<file path="src/rtl/mips_mc_pkg.sv">
// Shared definitions for the multi-cycle MIPS controller: state encodings,
// opcodes, datapath select encodings and the control-vector layout.
package mips_mc_pkg;

  typedef enum logic [3:0] {
    FETCH     = 4'd0,
    DECODE    = 4'd1,
    MEM_ADDR  = 4'd2,
    MEM_READ  = 4'd3,
    MEM_WB    = 4'd4,
    MEM_WRITE = 4'd5,
    EXEC      = 4'd6,
    R_WB      = 4'd7,
    BRANCH    = 4'd8,
    JUMP      = 4'd9,
    ADDI_EXEC = 4'd10,
    ADDI_WB   = 4'd11,
    TRAP      = 4'd15
  } state_t;

  localparam logic [5:0] OP_RTYPE = 6'h00;
  localparam logic [5:0] OP_LW    = 6'h23;
  localparam logic [5:0] OP_SW    = 6'h2B;
  localparam logic [5:0] OP_BEQ   = 6'h04;
  localparam logic [5:0] OP_J     = 6'h02;
  localparam logic [5:0] OP_ADDI  = 6'h08;

  localparam logic [1:0] SRCB_REG     = 2'b00;
  localparam logic [1:0] SRCB_FOUR    = 2'b01;
  localparam logic [1:0] SRCB_IMM     = 2'b10;
  localparam logic [1:0] SRCB_IMM_SH2 = 2'b11;

  localparam logic [1:0] ALUOP_ADD   = 2'b00;
  localparam logic [1:0] ALUOP_SUB   = 2'b01;
  localparam logic [1:0] ALUOP_FUNCT = 2'b10;

  localparam logic [1:0] PCSRC_ALU    = 2'b00;
  localparam logic [1:0] PCSRC_ALUOUT = 2'b01;
  localparam logic [1:0] PCSRC_JUMP   = 2'b10;

  typedef struct packed {
    logic       pc_write;
    logic       pc_write_cond;
    logic       iord;
    logic       mem_read;
    logic       mem_write;
    logic       ir_write;
    logic       mem_to_reg;
    logic       reg_dst;
    logic       reg_write;
    logic       alu_src_a;
    logic [1:0] alu_src_b;
    logic [1:0] alu_op;
    logic [1:0] pc_source;
  } ctrl_t;

endpackage

</file>
<file path="src/rtl/mc_output_decode.sv">
// Purely combinational state -> control-vector decode. Only the FETCH
// IR/PC load strobes look at mem_ready; everything else is Moore.
module mc_output_decode
  import mips_mc_pkg::*;
(
  input  state_t state,
  input  logic   mem_ready,
  output ctrl_t  ctrl
);

  always_comb begin
    ctrl = '0;
    case (state)
      FETCH: begin
        ctrl.mem_read  = 1'b1;
        ctrl.alu_src_b = SRCB_FOUR;
        ctrl.alu_op    = ALUOP_ADD;
        ctrl.pc_source = PCSRC_ALU;
        ctrl.ir_write  = mem_ready;
        ctrl.pc_write  = mem_ready;
      end
      DECODE: begin
        ctrl.alu_src_b = SRCB_IMM_SH2;
        ctrl.alu_op    = ALUOP_ADD;
      end
      MEM_ADDR, ADDI_EXEC: begin
        ctrl.alu_src_a = 1'b1;
        ctrl.alu_src_b = SRCB_IMM;
        ctrl.alu_op    = ALUOP_ADD;
      end
      MEM_READ: begin
        ctrl.mem_read = 1'b1;
        ctrl.iord     = 1'b1;
      end
      MEM_WB: begin
        ctrl.reg_write  = 1'b1;
        ctrl.mem_to_reg = 1'b1;
      end
      MEM_WRITE: begin
        ctrl.mem_write = 1'b1;
        ctrl.iord      = 1'b1;
      end
      EXEC: begin
        ctrl.alu_src_a = 1'b1;
        ctrl.alu_src_b = SRCB_REG;
        ctrl.alu_op    = ALUOP_FUNCT;
      end
      R_WB: begin
        ctrl.reg_write = 1'b1;
        ctrl.reg_dst   = 1'b1;
      end
      BRANCH: begin
        ctrl.alu_src_a     = 1'b1;
        ctrl.alu_src_b     = SRCB_REG;
        ctrl.alu_op        = ALUOP_SUB;
        ctrl.pc_write_cond = 1'b1;
        ctrl.pc_source     = PCSRC_ALUOUT;
      end
      JUMP: begin
        ctrl.pc_write  = 1'b1;
        ctrl.pc_source = PCSRC_JUMP;
      end
      ADDI_WB: begin
        ctrl.reg_write = 1'b1;
      end
      default: ctrl = '0;
    endcase
  end

endmodule

</file>
<file path="src/rtl/multicycle_control.sv">
// Multi-cycle MIPS sequencing controller: state register, next-state logic,
// retired-instruction counter and sticky undefined-opcode trap.
module multicycle_control
  import mips_mc_pkg::*;
#(
  parameter int CNT_W = 32
) (
  input  logic             clock,
  input  logic             reset,
  input  logic [5:0]       Opcode,
  input  logic             mem_ready,
  output logic             PCWrite,
  output logic             PCWriteCond,
  output logic             IorD,
  output logic             MemRead,
  output logic             MemWrite,
  output logic             IRWrite,
  output logic             MemtoReg,
  output logic             RegDst,
  output logic             RegWrite,
  output logic             ALUSrcA,
  output logic [1:0]       ALUSrcB,
  output logic [1:0]       ALUOp,
  output logic [1:0]       PCSource,
  output logic [CNT_W-1:0] retired,
  output logic             trap,
  output logic [3:0]       state_o
);

  state_t state;
  state_t next_state;
  ctrl_t  ctrl;
  ctrl_t  ctrl_out;
  logic   retire_now;

  mc_output_decode u_decode (
    .state     (state),
    .mem_ready (mem_ready),
    .ctrl      (ctrl)
  );

  always_comb begin
    next_state = state;
    case (state)
      FETCH:     if (mem_ready) next_state = DECODE;
      DECODE: begin
        case (Opcode)
          OP_LW, OP_SW: next_state = MEM_ADDR;
          OP_RTYPE:     next_state = EXEC;
          OP_BEQ:       next_state = BRANCH;
          OP_J:         next_state = JUMP;
          OP_ADDI:      next_state = ADDI_EXEC;
          default:      next_state = TRAP;
        endcase
      end
      MEM_ADDR:  next_state = (Opcode == OP_LW) ? MEM_READ : MEM_WRITE;
      MEM_READ:  if (mem_ready) next_state = MEM_WB;
      MEM_WRITE: if (mem_ready) next_state = FETCH;
      EXEC:      next_state = R_WB;
      ADDI_EXEC: next_state = ADDI_WB;
      MEM_WB, R_WB, BRANCH, JUMP, ADDI_WB: next_state = FETCH;
      TRAP:      next_state = TRAP;
      default:   next_state = FETCH;
    endcase
  end

  // An instruction retires on the edge that leaves its final state.
  always_comb begin
    case (state)
      MEM_WB, R_WB, BRANCH, JUMP, ADDI_WB: retire_now = 1'b1;
      MEM_WRITE:                           retire_now = mem_ready;
      default:                             retire_now = 1'b0;
    endcase
  end

  always_ff @(posedge clock or posedge reset) begin
    if (reset) begin
      state   <= FETCH;
      retired <= '0;
      trap    <= 1'b0;
    end else begin
      state <= next_state;
      if (retire_now) retired <= retired + CNT_W'(1);
      if (next_state == TRAP) trap <= 1'b1;
    end
  end

  // Reset forces strobes low combinationally so no write escapes mid-cycle.
  assign ctrl_out    = reset ? '0 : ctrl;
  assign PCWrite     = ctrl_out.pc_write;
  assign PCWriteCond = ctrl_out.pc_write_cond;
  assign IorD        = ctrl_out.iord;
  assign MemRead     = ctrl_out.mem_read;
  assign MemWrite    = ctrl_out.mem_write;
  assign IRWrite     = ctrl_out.ir_write;
  assign MemtoReg    = ctrl_out.mem_to_reg;
  assign RegDst      = ctrl_out.reg_dst;
  assign RegWrite    = ctrl_out.reg_write;
  assign ALUSrcA     = ctrl_out.alu_src_a;
  assign ALUSrcB     = ctrl_out.alu_src_b;
  assign ALUOp       = ctrl_out.alu_op;
  assign PCSource    = ctrl_out.pc_source;
  assign state_o     = state;

endmodule

</file>
<file path="config.mk">
export PLATFORM = sky130hd
export DESIGN_NAME = multicycle_control
export DESIGN_NICKNAME = d
export VERILOG_FILES = /design/src/rtl/mips_mc_pkg.sv /design/src/rtl/mc_output_decode.sv /design/src/rtl/multicycle_control.sv
export SDC_FILE = /design/constraint.sdc
export NUM_CORES = 1
export LEC_CHECK = 0
export ABC_AREA = 1
export CAP_MARGIN = 20
export CORE_UTILIZATION = 45
export DETAILED_ROUTE_END_ITERATION = 8
export PLACE_DENSITY = 0.8
export SETUP_SLACK_MARGIN = 0.3
export SLEW_MARGIN = 40
export SYNTH_ARGS = -nofsm -noshare
export SYNTH_HDL_FRONTEND = slang
export SYNTH_SLANG_ARGS = --single-unit
export TNS_END_PERCENT = 10
</file>
<file path="constraint.sdc">
create_clock -name clock -period 1.8 [get_ports clock]
set_input_delay 0.18 -clock clock [delete_from_list [all_inputs] [get_ports clock]]
set_output_delay 0.18 -clock clock [all_outputs]
set_load 0.01 [all_outputs]
</file>
; Yosys cells after proc, flatten, opt, wreduce, memory -nomap -nowiden
; Index checks and enable logic that the tools add are counted.
[totals]
ff_bits = 37
latchBits = 0
ramBits = 0
rom_bits = 0
inputBits = 9
output_inout_bits = 53
elab_cells = 51
memories = 0
[op_classes]
n_addsub = 1
multipliers = 0
n_div = 0
n_lt_le_gt_ge = 0
n_eq_ne = 18
shift = 0
n_mux = 20
bitwise = 0
n_reduce_logical = 9
[ops]
columns = op, count
row1 = case mux 4 bit (5 select lines), 2
row2 = adder 32 x 1 -> 32 bit (second input constant), 1
row3 = case mux 4 bit (8 select lines), 1
row4 = == test 4 bit (second input constant), 6
row5 = == test 4 x 3 -> 1 bit (second input constant), 4
row6 = two-way mux 16 bit, 1
row7 = == test 6 bit (second input constant), 2
row8 = two-way mux 4 bit, 3
row9 = two-way mux 1 bit, 9
row10 = == test 4 x 2 -> 1 bit (second input constant), 2
row11 = OR reduction 2 bit, 4
row12 = == test 6 x 2 -> 1 bit (second input constant), 1
row13 = == test 6 x 3 -> 1 bit (second input constant), 1
row14 = == test 6 x 4 -> 1 bit (second input constant), 1
row15 = logical NOT 6 bit, 1
row16 = OR reduction 5 bit, 1
row17 = == test 4 x 1 -> 1 bit (second input constant), 1
row18 = logical NOT 4 bit, 1
row19 = case mux 1 bit (2 select lines), 2
row20 = case mux 2 bit (2 select lines), 1
row21 = OR reduction 4 bit, 1
row22 = two-way mux 3 bit, 1
row23 = OR reduction 3 bit, 1

; Logic depth before layout (Yosys ltp)
[logic_depth]
ltp_word = 5
ltp_mapped = 11
depth_no_buf = 11

; Hierarchy
; From an unflattened synthesis, not the netlist that was laid out.
[hier_totals]
cells_unflattened = 469
area_unflattened_um2 = 2829.0
[modules_own_cells]
columns = module, instances, cells_per_inst, area_per_inst_um2
row1 = multicycle_control, 1, 428, 2632.5
row2 = mc_output_decode, 1, 41, 196.4

; Worst setup path before layout
; Ideal clock, no wire load.
[synth_timing]
kind = register to output
start = reg state[3], in the netlist state_o[3]
end = out PCSource[0]
arrival_time_ps = 1351
required_time_ps = 1620
slack_ps = 269
stages_incl_launch_ff = 6
n_path_buf = 1
path_cell_list = dfrtp_1 > inv_2 > nor2_1 > inv_1 > nor4_1 > buf_4
[synth_via]
elab_chain_cells = 3
word_cells_on_any_way = 4
classes_between = eq/ne: 2 / mux: 2
[synth_rtl]
columns = item, line
row1 = start: declaration, multicycle_control.sv:30  ; state_t state;
row2 = start signal: assignment, multicycle_control.sv:82  ; state <= next_state;
row3 = == test 4 bit, mc_output_decode.sv:13  ; case (state)
row4 = case mux 2 bit (2 select lines) (*), mc_output_decode.sv:13
row5 = two-way mux 16 bit (*), multicycle_control.sv:89  ; assign ctrl_out = reset ? '0 : ctrl;
row6 = end: declaration, multicycle_control.sv:24  ; output logic [1:0] PCSource,
; Mark *: on every way between the ends. The rest lies on a longest branch, timed or not.

; Final worst setup path
[layout_timing]
start = reg state[2], in the netlist state_o[2]
end = out PCWrite
[layout_via]
elab_chain_cells = 3
word_cells_on_any_way = 4
classes_between = eq/ne: 1 / mux: 2 / reduce/logical: 1
[layout_rtl]
columns = item, line
row1 = == test 4 bit or logical NOT 4 bit (tied branches), mc_output_decode.sv:13
row2 = case mux 1 bit (2 select lines) (*), mc_output_decode.sv:13
row3 = two-way mux 16 bit (*), multicycle_control.sv:89
row4 = end: declaration, multicycle_control.sv:12  ; output logic PCWrite,
; Marks and branches as above.

==> results.toml <==
[floorplanning]
die-area_um2 = 6000
start_util_pct = 46.5
io_pins = 62
placementRows = 27
die_w_um = 77.5
core_um2 = 5510
die_y_um = 77.5

[route]
wirelength_um = 8500
vias_per_cell = 5.44
vias = 3092
drc = 0
wl_per_cell_um = 15.0
drt_iter0_drc = 277
dr.pass1.iters = 8
ant_nets = 0

[sta]
final.min_clock_period_ps = 1750
slew-limit-headroom_pct = 68.7
drv_slew = 0
fin_crit_sh_pct = 97.3
tightest_slew_ps = 470
fin_setup_tns_ps = 0
clock_skew_ps = 6.87
rsz0062_at_grt = "true"
fin_hold_ws_ps = 488
finalWorstSetupSlack_ps = 48.9
final_hold_viol_count = 0
setup-violations-final = 0
fmax_mhz = 571

[place]
dp_worst_setup_slack_ps = -23.7
placed_area_um2 = 3330
finalWeightedCongestion = 0.955
portBuffers = 61
dp_hpwl_um = 5400

[worst_setup_path]
worst-setup-path-type = "reg -> out"
cp.required_ps = 1620
crit_buf_inv = 3
startpoint_type = "flip-flop"
crit_path_top_delay_cell = "dfrtp_2"
startpoint = "state_o[2]"
timing.rr.start = "state_o[3]"
r2r_slack_ps = 160
critPathMaxStageDelay_ps = 470
arrival_ps = 1570
cp_max_fo = 5
r2r_end = "retired[17]"
cp_top_family = "flip-flops"
crit_top_cell = "inv_2"
reg2regPathDepth = 9
worstSetupEndpointType = "output port"
path_cells = "inv_2 -> nand2_2 -> inv_2 -> nand3_2 -> a21oi_2 -> buf_2"

[clocking]
numCtsBuffers = 5
hold_buffers = 0
cts_sinks = 37
cts-root-buf = "clkbuf_8"
cts.htree.levels = 2
path_clk_slew_ps = 70
clockBufferDepth = 2
clock_latency_ps = 290
tritoncts = "yes"

[layout]
nets = 506
syn2layout_area_growth_pct = 48.6
diodes = 0
design_area_um2 = 3810
drive_gt1_share_pct = 24.4

[logic_synthesis]
synth_nets = 406
avgSynthCellArea_um2 = 6.47
synth_mux_area_share_pct = 0
synth_area_um2 = 2560
synth_seq_cells = 37
ys_seq_area_share_pct = 36.1
synth_compound_area_share_pct = 4.30
syn-instance-count = 396
ys_warn_count = 0
synth.distinct_cells = 28
synthAdderAreaFrac_pct = 0.488
synth_top_family_by_area = "simple AND/OR/NAND/NOR gates"
synth_xor_area_share_pct = 6.49
yosys.area_share.simple_pct = 43.5

[min_path]
hp-start = "trap"
hold_end = "trap"
hold_path.class = "reg -> reg"
hold_depth = 2

[grt]
grt_max_degree = 38
antenna_found_initial = 0
grt_first_pass_wirelength_um = 12200
grt.total_usage_pct = 25.8
grt_pass1_vias = 2786
gr-total-overflow = 0

[pwr]
total_power_w = 0.00150
cellLeakagePower_nw = 1.70
switching_power_w = 0.000338
vdd_drop_max_uv = 299
switching_share_pct = 22.5
power_density_nw_per_um2 = 395
internal-power_w = 0.00116
p_clk_share_pct = 40.1
p_seq_share_pct = 55.3
comb_power_share_pct = 4.6

[run_status]
outcome = "finished clean"

[job]
maxCapViolations = 0
==> cell usage in the layout (no fill, tap or decap), types with 4 or more instances in the layout <==
cell type	n
clkbuf_8	6
nand2_2	11
dfrtp_2	7
clkdlybuf4s50_1	44
nand4_1	5
inv_1	35
inv_2	10
nand3b_1	5
dfrtp_1	30
nor2_1	51
nor3_1	10
nor3_2	4
xor2_1	10
buf_4	29
nand2_1	140
nand3_1	12
xnor2_1	9
o21ai_0	4
buf_2	10
o21ai_1	6
buf_6	7
nor2_4	7
nand3_2	6
==> cell usage after synthesis <==
| master | n | area, um2 |
|---|---|---|
| nand2_1 | 154 | 578 |
| nor2_1 | 58 | 218 |
| inv_1 | 41 | 154 |
| dfrtp_1 | 37 | 926 |
| nor3_1 | 15 | 75.1 |
| nand3_1 | 14 | 70.1 |
| xor2_1 | 10 | 87.6 |
| xnor2_1 | 9 | 78.8 |
| o21ai_1 | 7 | 35.0 |
| inv_2 | 6 | 22.5 |
| a21oi_1 | 5 | 25.0 |
| nand3_2 | 5 | 50.1 |
| nand3b_1 | 5 | 37.5 |
| nand4_1 | 5 | 31.3 |
| o21ai_0 | 5 | 25.0 |
| buf_4 | 3 | 22.5 |
| nor2_2 | 3 | 18.8 |
| nor4_1 | 3 | 18.8 |
| buf_6 | 2 | 22.5 |
| a2111oi_0 | 1 | 8.76 |
| and3_1 | 1 | 6.26 |
| buf_2 | 1 | 5.00 |
| clkbuf_1 | 1 | 3.75 |
| clkinv_1 | 1 | 3.75 |
| ha_1 | 1 | 12.5 |
| nor3_2 | 1 | 10.0 |
| o21ai_2 | 1 | 8.76 |
| o21bai_1 | 1 | 7.51 |
==> worst reg2reg max path, cell delays in order (launching register included) <==
cell	delay (ps)
dfrtp_1	400
inv_2	130
nand2_2	120
nor2_4	180
nand2_2	100
nand3_4	120
buf_12	140
buf_6	130
nand3_2	80
xnor2_1	140
==> state kept, by name, summed over array words and instances, names as in the netlist <==
name	count
retired	32
trap	1
state_o	4
==> worst max path at each step <==
stage / endpoint / slack (ps) / cells past startpoint
final: PCWrite / 50 / 6
after global routing: PCWrite / 30 / 6
after CTS: MemRead / 180 / 5
after detailed placement: PCSource[0] / -20 / 4
after global placement: ALUSrcA / -30 / 3
after floorplan: ALUSrcA / 340 / 2
==> cells by family (layout without fill, tap and decap cells) <==
group | Yosys count | in the layout
AND/OR/NAND/NOR | 264 | 264
AO/OA/AOI/OAI | 20 | 20
flip-flops | 37 | 37
XOR/XNOR | 19 | 19
adder cells (fa/ha/maj) | 1 | 1
buffers and inverters | 55 | 155
==> layer usage <==
metal | wire length, um | global-route usage, %
met1 | 3340 | 31.4
met2 | 4160 | 43.2
met3 | 630 | 5.41
met4 | 377 | 13.0
met5 | 0 | 0
==> what timing repair did <==
action	CTS	global route
buffers inserted	7	17
pin swaps	7	14
gates resized for setup	76	53
setup endpoints to repair	42	67
cloned	1	1
endpoints found under the hold margin	0	0
==> power groups by stage <==
stage / clock [W] / combinational, W / sequential (W)
final: 0.000602 / 0.0000696 / 0.000831
after global routing: 0.000646 / 0.0000781 / 0.000830
after CTS: 0.000602 / 0.0000693 / 0.000831
after detailed placement: 0 / 0.0000684 / 0.000847
after global placement: 0 / 0.0000659 / 0.000847
after floorplan: 0 / 0.0000279 / 0.000847
==> stage by stage <==
| step | cells | util, % |
|---|---|---|
| 2_1_floorplan | 396 | - |
| 3_3_place_gp | 535 | 60.4 |
| 4_1_cts | 550 | 64.1 |
| 6_report | 568 | 69.1 |
| 3_5_place_dp | 535 | 60.4 |
| 5_1_grt | 568 | 69.1 |
==> area by class of cell <==
class | count | area [um2]
Tap cell | 72 | 90.1
Clock buffer | 7 | 86.3
Sequential cell | 37 | 935
Fill cell | 442 | 1700
Timing Repair Buffer | 100 | 911
Multi-Input combinational cell | 304 | 1600
Inverter | 48 | 185
Power figures use the tool's default switching activity.
